### src/rtl/ssp_tx_fifo.sv
// Transmit FIFO between the APB write side and the SSP serialiser.
// Offers one byte at a time on TxData/tx_ready and holds it stable for the whole frame.
module ssp_tx_fifo #(
  parameter int WIDTH = 8,
  parameter int DEPTH = 4,
  parameter int AW    = 2
) (
  input  logic             PCLK,
  input  logic             CLEAR_B,
  input  logic             PSEL,
  input  logic             PWRITE,
  input  logic [WIDTH-1:0] PWDATA,
  input  logic             transmit_complete,
  output logic [WIDTH-1:0] TxData,
  output logic             tx_ready,
  output logic             SSPTXINTR,
  output logic             tx_overflow
);

  typedef enum logic [1:0] {
    ST_IDLE  = 2'd0,
    ST_OFFER = 2'd1,
    ST_BUSY  = 2'd2
  } state_t;

  localparam logic [AW:0] FULL_CNT = (AW+1)'(DEPTH);

  state_t           state_r;
  state_t           state_nxt_s;
  logic [WIDTH-1:0] mem_r [DEPTH];
  logic [AW-1:0]    wr_ptr_r;
  logic [AW-1:0]    rd_ptr_r;
  logic [AW:0]      count_r;
  logic             full_s;
  logic             empty_s;
  logic             wr_req_s;
  logic             wr_en_s;
  logic             pop_s;
  logic             drop_rdy_s;

  assign full_s    = (count_r == FULL_CNT);
  assign empty_s   = (count_r == (AW+1)'(0));
  assign wr_req_s  = PSEL && PWRITE;
  assign wr_en_s   = wr_req_s && !full_s;
  assign SSPTXINTR = full_s;

  // FSM state register
  always_ff @(posedge PCLK) begin
    if (!CLEAR_B) begin
      state_r <= ST_IDLE;
    end else begin
      state_r <= state_nxt_s;
    end
  end

  // FSM next-state decode
  always_comb begin
    state_nxt_s = state_r;
    case (state_r)
      ST_IDLE: begin
        if (!empty_s && transmit_complete) state_nxt_s = ST_OFFER;
        else                               state_nxt_s = ST_IDLE;
      end
      ST_OFFER: begin
        if (!transmit_complete) state_nxt_s = ST_BUSY;
        else                    state_nxt_s = ST_OFFER;
      end
      ST_BUSY: begin
        if (transmit_complete) state_nxt_s = ST_IDLE;
        else                   state_nxt_s = ST_BUSY;
      end
      default: state_nxt_s = ST_IDLE;
    endcase
  end

  // FSM output decode: pop on IDLE->OFFER, withdraw the offer once the serialiser takes it
  always_comb begin
    pop_s      = 1'b0;
    drop_rdy_s = 1'b0;
    case (state_r)
      ST_IDLE: begin
        if (!empty_s && transmit_complete) pop_s = 1'b1;
        else                               pop_s = 1'b0;
      end
      ST_OFFER: begin
        if (!transmit_complete) drop_rdy_s = 1'b1;
        else                    drop_rdy_s = 1'b0;
      end
      default: begin
        pop_s      = 1'b0;
        drop_rdy_s = 1'b0;
      end
    endcase
  end

  // Storage array; contents need no reset
  always_ff @(posedge PCLK) begin
    if (wr_en_s) begin
      mem_r[wr_ptr_r] <= PWDATA;
    end
  end

  // Pointers and occupancy; a write and a pop on the same edge leave count unchanged
  always_ff @(posedge PCLK) begin
    if (!CLEAR_B) begin
      wr_ptr_r <= AW'(0);
      rd_ptr_r <= AW'(0);
      count_r  <= (AW+1)'(0);
    end else begin
      if (wr_en_s) wr_ptr_r <= wr_ptr_r + AW'(1);
      if (pop_s)   rd_ptr_r <= rd_ptr_r + AW'(1);
      case ({wr_en_s, pop_s})
        2'b10:   count_r <= count_r + (AW+1)'(1);
        2'b01:   count_r <= count_r - (AW+1)'(1);
        default: count_r <= count_r;
      endcase
    end
  end

  // Registered serialiser interface and sticky overflow flag
  always_ff @(posedge PCLK) begin
    if (!CLEAR_B) begin
      TxData      <= {WIDTH{1'b0}};
      tx_ready    <= 1'b0;
      tx_overflow <= 1'b0;
    end else begin
      if (pop_s) begin
        TxData   <= mem_r[rd_ptr_r];
        tx_ready <= 1'b1;
      end else if (drop_rdy_s) begin
        tx_ready <= 1'b0;
      end
      if (wr_req_s && full_s) tx_overflow <= 1'b1;
    end
  end

endmodule
### config.mk
export PLATFORM = sky130hd
export DESIGN_NAME = ssp_tx_fifo
export DESIGN_NICKNAME = d
export VERILOG_FILES = /design/src/rtl/ssp_tx_fifo.sv
export SDC_FILE = /design/constraint.sdc
export NUM_CORES = 1
export LEC_CHECK = 0
export CAP_MARGIN = 25
export CORE_UTILIZATION = 57
export CTS_BUF_LIST = sky130_fd_sc_hd__clkbuf_4
export DETAILED_ROUTE_END_ITERATION = 12
export PLACE_DENSITY = 0.81
export SLEW_MARGIN = 20
export SYNTH_ARGS = -nofsm -noshare
export SYNTH_HDL_FRONTEND = slang
export SYNTH_SLANG_ARGS = --single-unit
### constraint.sdc
create_clock -name PCLK -period 3 [get_ports PCLK]
set_clock_uncertainty 0.15 [all_clocks]
set_input_delay 0.75 -clock PCLK [delete_from_list [all_inputs] [get_ports PCLK]]
set_output_delay 0.75 -clock PCLK [all_outputs]
set_load 0.02 [all_outputs]
---- Word level (Yosys, flattened, before mapping) ----
Memory sizes are Yosys's and may differ from the RTL's. A register that Yosys moved wholly into a read port is not among the register bits.
Index checks and enable logic that the tools add are counted.
word-level totals
  register bits ........................... 11
  bits in writable memories ............... 32
  bits of input ports ..................... 13
  output and inout bits ................... 11
  word-level logic and storage cells ...... 40
  memories ................................ 1
cells by class
  $add $sub $neg .......................... 4
  equal/unequal tests ..................... 5
  multiplexer cells ....................... 13
  reduce and logical (&&, ||, !) cells .... 11
memories
  memory  words  width  rd ports  clocked after memory_dff  wr ports  RTL line  text
  mem_r   4      8      1         1                         1         30        logic [WIDTH-1:0] mem_r [DEPTH];
operators with widths
  cell                   count
  $mux W1                9
  $pmux W2 S3            1
  $pmux W3 S2            1
  $add A2 B1 Y2 const B  2
  $eq A2 B1 Y1 const B   2
  $eq A2 B2 Y1 const B   2
  $logic_and A1 B1 Y1    4
  $mux W2                2
  $reduce_bool A2 Y1     2
  $add A3 B1 Y3 const B  1
  $eq A3 B3 Y1 const B   1
  $logic_not A1 Y1       3
  $logic_not A3 Y1       1
  $sub A3 B1 Y3 const B  1
  $logic_not A2 Y1       1

---- Depth between registers and ports, before layout ----
Gate-level depths: netlist of run 1.
  depth after elaboration ................. 7
  mapped depth ............................ 9

---- Worst setup path before layout of run 1 ----
No wires, ideal clock.
  path type ............................... in2reg
  start ................................... in transmit_complete
  end ..................................... reg count_r[2]
  setup time .............................. 0.071 ns
  arrival time ............................ 2.582 ns
  data required time ...................... 2.779 ns
  slack ................................... 0.198 ns
  cell stages on the path ................. 8
  path buffers ............................ 0
  cells stage by stage .................... or3b_4 nor2_2 ha_1 inv_1 fa_1 xor2_1 or3_1 a21oi_1
on the way
  cells in the longest elaborated chain, start to end .. 5
  elaborated cells on any way between the ends .. 7
  those cells by class .................... 2 x eq/ne; 3 x mux; 2 x reduce/logical
RTL lines
  what                                                      RTL line  text
  start: declaration                                        13        input logic transmit_complete,
  $logic_and A1 B1 Y1 (*)                                   82        if (!empty_s && transmit_complete) pop_s = 1'b1;
  $mux W1 (*)                                               82
  $mux W1 (*)                                               80        case (state_r)
  named net pop_s                                           38        logic pop_s;
  $eq A2 B1 Y1 / $eq A2 B2 Y1 (equally long branches)       112       case ({wr_en_s, pop_s})
  $pmux W3 S2 / $reduce_bool A2 Y1 (equally long branches)  --
  end signal: assignment                                    113       2'b10: count_r <= count_r + (AW+1)'(1);
  end signal: assignment                                    114       2'b01: count_r <= count_r - (AW+1)'(1);
  end signal: assignment                                    115       default: count_r <= count_r;
  end: declaration                                          33        logic [AW:0] count_r;
Mark *: on every way through the listed nets, which the timed path passes. The rest lies on a longest branch.
A chain may end at the register's enable or synchronous reset.

---- Worst setup path in the final report of run 1 ----
Same ends and word-level chain as after synthesis.

==> flow_summary.json, run 1 <==
{
  "status": "finished clean",
  "rsz0062_at_grt": "no",
  "diodes": 0,
  "syn_area_per_cell_sq_um": 14.74,
  "ys_ff_latch": 51,
  "min_period_ns": 2.803,
  "critical_path.endpoint_type": "register",
  "fp-row-count": 21,
  "yosys.area.top_type_share_pct": 47.58,
  "fin_crit_sh_pct": 93.45,
  "drtPass1Iterations": 4,
  "yosys_warnings": 0,
  "cts_resized": 0,
  "cts_sinks": 51,
  "start_util_pct": 60.04,
  "cts_buffers": 5,
  "synth_area_leaders": "edfxtp_1 (48%), dfxtp_1 (19%), mux4_2 (8.9%)",
  "yosysTopAreaCell": "edfxtp_1",
  "grt_pass1_vias": 1088,
  "cts_root_buf": "clkbuf_4",
  "power_density_mw_per_mm2": 702.4,
  "drtAntennaViolNets": 0,
  "die_x_um": 61.52,
  "finalWeightedCongestion": 0.6688,
  "drv_cap": 0,
  "synth_nets": 156,
  "fillers": 261,
  "vias_per_cell": 5.656,
  "fin_nets": 187,
  "grt_overflow": 0,
  "arrival_ns": 2.95,
  "grt_start_max_net_pins": 16,
  "track_usage_pct": 20.76,
  "synthCells": 137,
  "syn_to_final_growth_pct": 18.15,
  "critPathKind": "in2reg",
  "setup_viol": 0,
  "io_buffers": 23,
  "ctsHtreeMaxLevel": 2,
  "via_count": 1216,
  "cts_setup_buffers": 0,
  "fin_setup_tns_ns": 0,
  "syn-cell-area_sq_mm": 0.002019,
  "antenna_found_initial": 0,
  "routed_wl_mm": 3.427,
  "dp_hpwl_mm": 2.410,
  "synth.distinct_cells": 30,
  "tightest_slew_ns": 0.6483,
  "wl_per_cell_um": 15.94,
  "io_pins": 24,
  "clk_pin_slew_ns": 0.14,
  "clockBufferDepth": 2,
  "required_ns": 3.15,
  "p_leak_nw": 0.7837,
  "post-route-util_pct": 70.94,
  "hold_path.class": "reg2reg",
  "core-area_sq_mm": 0.003363,
  "fmax_ghz": 0.3567,
  "drive_above_1_share_pct": 14.20,
  "drc_errors": 0,
  "cts_tree": "yes",
  "slew_viol_final": 0,
  "dieArea_sq_mm": 0.003785,
  "postCtsHoldBufs": 0,
  "final-hold-violation-count": 0,
  "fp.dieH_um": 61.52,
  "synth-seq-area-share_pct": 66.42,
  "grt_pass1_wl_mm": 5.326,
  "drt_iter0_drc": 40,
  "start_kind": "input port",
  "max-vdd-ir-drop_mv": 0.3754,
  "maxSlewHeadroom_pct": 56.45,
  "clock_latency_ns": 0.36,
  "crit_fanout": 2
}
[synth_stat cells (all sizes together)]
master,number
mux4,8
o21ai,4
a22oi,1
o31ai,1
or3b,2
a21oi,7
dfxtp,19
o2bb2ai,8
xor2,2
or4,1
nand3,1
nand2,9
and2,5
nand3b,1
xnor2,1
edfxtp,32
fa,1
nor3,3
buf,1
or3,3
nor2,7
o2111a,1
inv,9
clkbuf,3
nor3b,2
ha,5
[final cells by class]
class / instances / area [sq um] / share of cell area (%)
clock buffers: 5 / 37.54 / 1.573
clock inverters: 3 / 15.01 / 0.6293
inverters: 9 / 33.78 / 1.416
multi-input cells: 73 / 633.1 / 26.53
flip-flops and latches: 51 / 1341 / 56.21
well taps: 46 / 57.56 / 2.412
repair buffers: 28 / 267.8 / 11.22
[cells in the final DEF (no fill, tap or decap), drive strengths merged, types with 3 or more instances in the layout]
master          n
a21oi           7
and2            5
buf             5
clkbuf          5
clkdlybuf4s50  23
dfxtp          19
edfxtp         32
ha              5
inv             9
mux4            8
nand2           9
nor2            7
nor3            3
o21ai           4
o2bb2ai         8
or3             3
[metrics by stage]
step	std cells	total power [mW]	worst slack [ns]	hold WS [ns]	area, sq um
3_3_place_gp	207	1.364	-0.08608	0.2960	2328
5_1_grt	215	1.770	0.06774	0.3467	2386
6_report	215	1.676	0.1965	0.3178	2386
3_5_place_dp	207	1.393	-0.1830	0.3022	2328
4_1_cts	215	1.675	0.05059	0.3210	2381
2_1_floorplan	137	1.214	0.1978	0.3255	2019
[metal layers]
metal / vias up / wire, um / global-route usage [%]
met5: - / 0 / 0
met4: 0 / 35 / 7.619
met3: 4 / 165 / 5.672
met2: 43 / 1710 / 32.87
met1: 594 / 1516 / 27.70
li1: 575 / - / -
[sequential cells by signal, summed over array words and instances (netlist names)]
register     count
wr_ptr_r         2
mem_r           32
count_r          3
tx_ready         1
state_r          2
rd_ptr_r         2
TxData           8
tx_overflow      1
[kinds of logic (layout without fill, tap and decap cells)]
family          Yosys count  in the layout  synth area share, %
fa+ha+maj                 6              6                4.089
simple gates             34             34                9.294
flops                    51             51                66.42
compound gates           22             22                7.497
mux                       8              8                8.922
xor+xnor                  3              3                1.301
buf+inv                  13             45                2.478
[report_power, final]
group,switching (mW),leakage [nW],internal (mW),total (mW)
sequential,0.0822,0.445,0.820,0.902
clock,0.205,0.0263,0.0863,0.291
combinational,0.237,0.312,0.245,0.482
[final timing paths]
check | from | to | slack (ns) | cells after the start
worst min-delay path | TxData[3] | TxData[3] | 0.32 | 2
worst max-delay path | transmit_complete | count_r[2] | 0.20 | 9
worst max register to register | count_r[0] | count_r[2] | 0.56 | 9
worst min register to register | TxData[3] | TxData[3] | 0.32 | 2
[worst max-delay path, cell delays in order]
cell and delay (ns):
clkdlybuf4s50_1 0.48, or3b_4 0.39, nor2_2 0.13, ha_1 0.18, inv_1 0.06, fa_1 0.37
xor2_1 0.15, or3_1 0.30, a21oi_1 0.13
No activity file was read; power rests on OpenSTA's default activity.
==> inputs of run 2 (changes only) <==
--- a/config.mk
+++ b/config.mk
@@ -6,6 +6,7 @@
 export NUM_CORES = 1
 export LEC_CHECK = 0
 export CAP_MARGIN = 25
+export CORE_ASPECT_RATIO = 0.8
 export CORE_UTILIZATION = 57
 export CTS_BUF_LIST = sky130_fd_sc_hd__clkbuf_4
 export DETAILED_ROUTE_END_ITERATION = 12
==> run 2 against run 1 <==
  * Via count up 0.49%
  * Sequential cell count unchanged
  * Total power up 6.8%
  * Clock-buffer cell count unchanged
  * Cell count down 2.8%
  * Critical path depth unchanged
==> flow_summary.json, run 2 (synthesized netlist as in run 1, its figures left out) <==
{
  "cts_setup_buffers": 0,
  "track_usage_pct": 23.06,
  "required_ns": 3.16,
  "drtPass1Iterations": 4,
  "hold_path.class": "reg2reg",
  "drtAntennaViolNets": 0,
  "grt_pass1_vias": 1242,
  "min_period_ns": 2.829,
  "start_util_pct": 62.70,
  "wl_met3_um": 190,
  "top_register": "mem_r",
  "fp.dieH_um": 55.24,
  "top_regs": "mem_r x32, TxData x8, count_r x3",
  "final-hold-violation-count": 0,
  "power_mw": 1.790,
  "drt_iter0_drc": 83,
  "p_leak_nw": 0.7970,
  "grt_overflow": 0,
  "max-vdd-ir-drop_mv": 0.4837,
  "crit_fanout": 2,
  "arrival_ns": 2.99,
  "fin_crit_sh_pct": 94.29,
  "design_area_sq_mm": 0.002397,
  "cts_tree": "yes",
  "tightest_slew_ns": 0.6183,
  "fmax_ghz": 0.3535,
  "fin_setup_tns_ns": 0,
  "routed_wl_mm": 3.698,
  "cts_sinks": 51,
  "grt_start_max_net_pins": 16,
  "start_kind": "input port",
  "drv_cap": 0,
  "placed_area_sq_mm": 0.002321,
  "antenna_found_initial": 0,
  "clockBufferDepth": 2,
  "drive_above_1_share_pct": 14.20,
  "final_common_cell": "edfxtp_1",
  "dp_hpwl_mm": 2.582,
  "vias_per_cell": 5.847,
  "clk_pin_slew_ns": 0.15,
  "finalWeightedCongestion": 0.7559,
  "io_buffers": 23,
  "syn_to_final_growth_pct": 18.71,
  "grt_pass1_wl_mm": 6.030,
  "cts_buffers": 5,
  "routed.top_layer": "met4",
  "final_cell_mix": "edfxtp_1 (32), clkdlybuf4s50_1 (23), dfxtp_1 (19), inv_1 (9), nand2_1 (9)",
  "wl_met2_mm": 1.824,
  "ctsHtreeMaxLevel": 2,
  "critPathKind": "in2reg",
  "status": "finished clean",
  "die_x_um": 68.55,
  "critical_path.endpoint_type": "register",
  "core-area_sq_mm": 0.003221,
  "setup_viol": 0,
  "rsz0062_at_grt": "no",
  "dieArea_sq_mm": 0.003786,
  "wl_per_cell_um": 17.69,
  "wl_met1_mm": 1.599,
  "postCtsHoldBufs": 0,
  "slew_viol_final": 0,
  "drc_errors": 0,
  "io_pins": 24,
  "cts_root_buf": "clkbuf_4",
  "via_count": 1222,
  "diodes": 0,
  "reg2reg_depth": 8,
  "largest_reg_flops": 32,
  "fp-row-count": 18,
  "power_density_mw_per_mm2": 746.7,
  "fin_nets": 187,
  "cts_resized": 0,
  "clock_latency_ns": 0.38,
  "holdPathStages": 2,
  "maxSlewHeadroom_pct": 58.46
}
## run 2: cell types whose count changed in the layout (fill, tap and decap cells not counted)
| cell | change |
|---|---|
| clkinv_2 | +1 |
| clkinv_1 | -1 |
| bufinv_16 | +1 |
| nor3b_2 | -1 |
| nor3b_1 | +1 |
| clkinvlp_4 | -1 |
## run 2: final timing paths
path | from | endpoint | slack [ns]
hold / removal | TxData[7] | TxData[7] | 0.32
hold reg to reg | TxData[7] | TxData[7] | 0.32
setup reg to reg | state_r[1] | count_r[2] | 0.60
setup / recovery | transmit_complete | count_r[2] | 0.17
## run 2: critical path, cell delays in order
cell	delay, ns
clkdlybuf4s50_1	0.47
or3b_4	0.38
nor2_2	0.14
ha_1	0.19
inv_1	0.06
fa_1	0.37
xor2_1	0.17
or3_1	0.33
a21oi_1	0.15
## run 2: cell type report
class                   count  area [sq um]
repair buffers             28         267.8
flip-flops and latches     51          1341
multi-input cells          73         628.1
clock inverters             3         38.79
fillers                   192         823.3
clock buffers               5         37.54
well taps                  40         50.05
inverters                   9         33.78
## run 2: report_power, final
group	internal, mW	switching [mW]
Combinational	0.249	0.254
Sequential	0.820	0.0781
Clock	0.172	0.216
## run 2: per-layer routing
layer,vias to the layer above,track usage [%]
met4,0,10.42
met1,599,30.89
met2,39,35.01
met5,-,0
li1,575,-
met3,9,5.992
## run 2: stage by stage
step	hold slack (ns)	setup WS [ns]	cells	utilization [%]
2_1_floorplan	0.3255	0.1978	137	-
3_3_place_gp	0.2968	-0.08723	201	72.07
5_1_grt	0.3554	0.05593	209	74.44
6_report	0.3166	0.1714	209	74.44
3_5_place_dp	0.3012	-0.1762	201	72.07
4_1_cts	0.3198	0.1824	209	74.44
==> inputs of run 3 (changes only) <==
--- a/config.mk
+++ b/config.mk
@@ -15,3 +15,4 @@
 export SYNTH_ARGS = -nofsm -noshare
 export SYNTH_HDL_FRONTEND = slang
 export SYNTH_SLANG_ARGS = --single-unit
+export TNS_END_PERCENT = 5
==> results of run 3 <==
No change in the layout: final DEF, timing and power equal those of run 2.
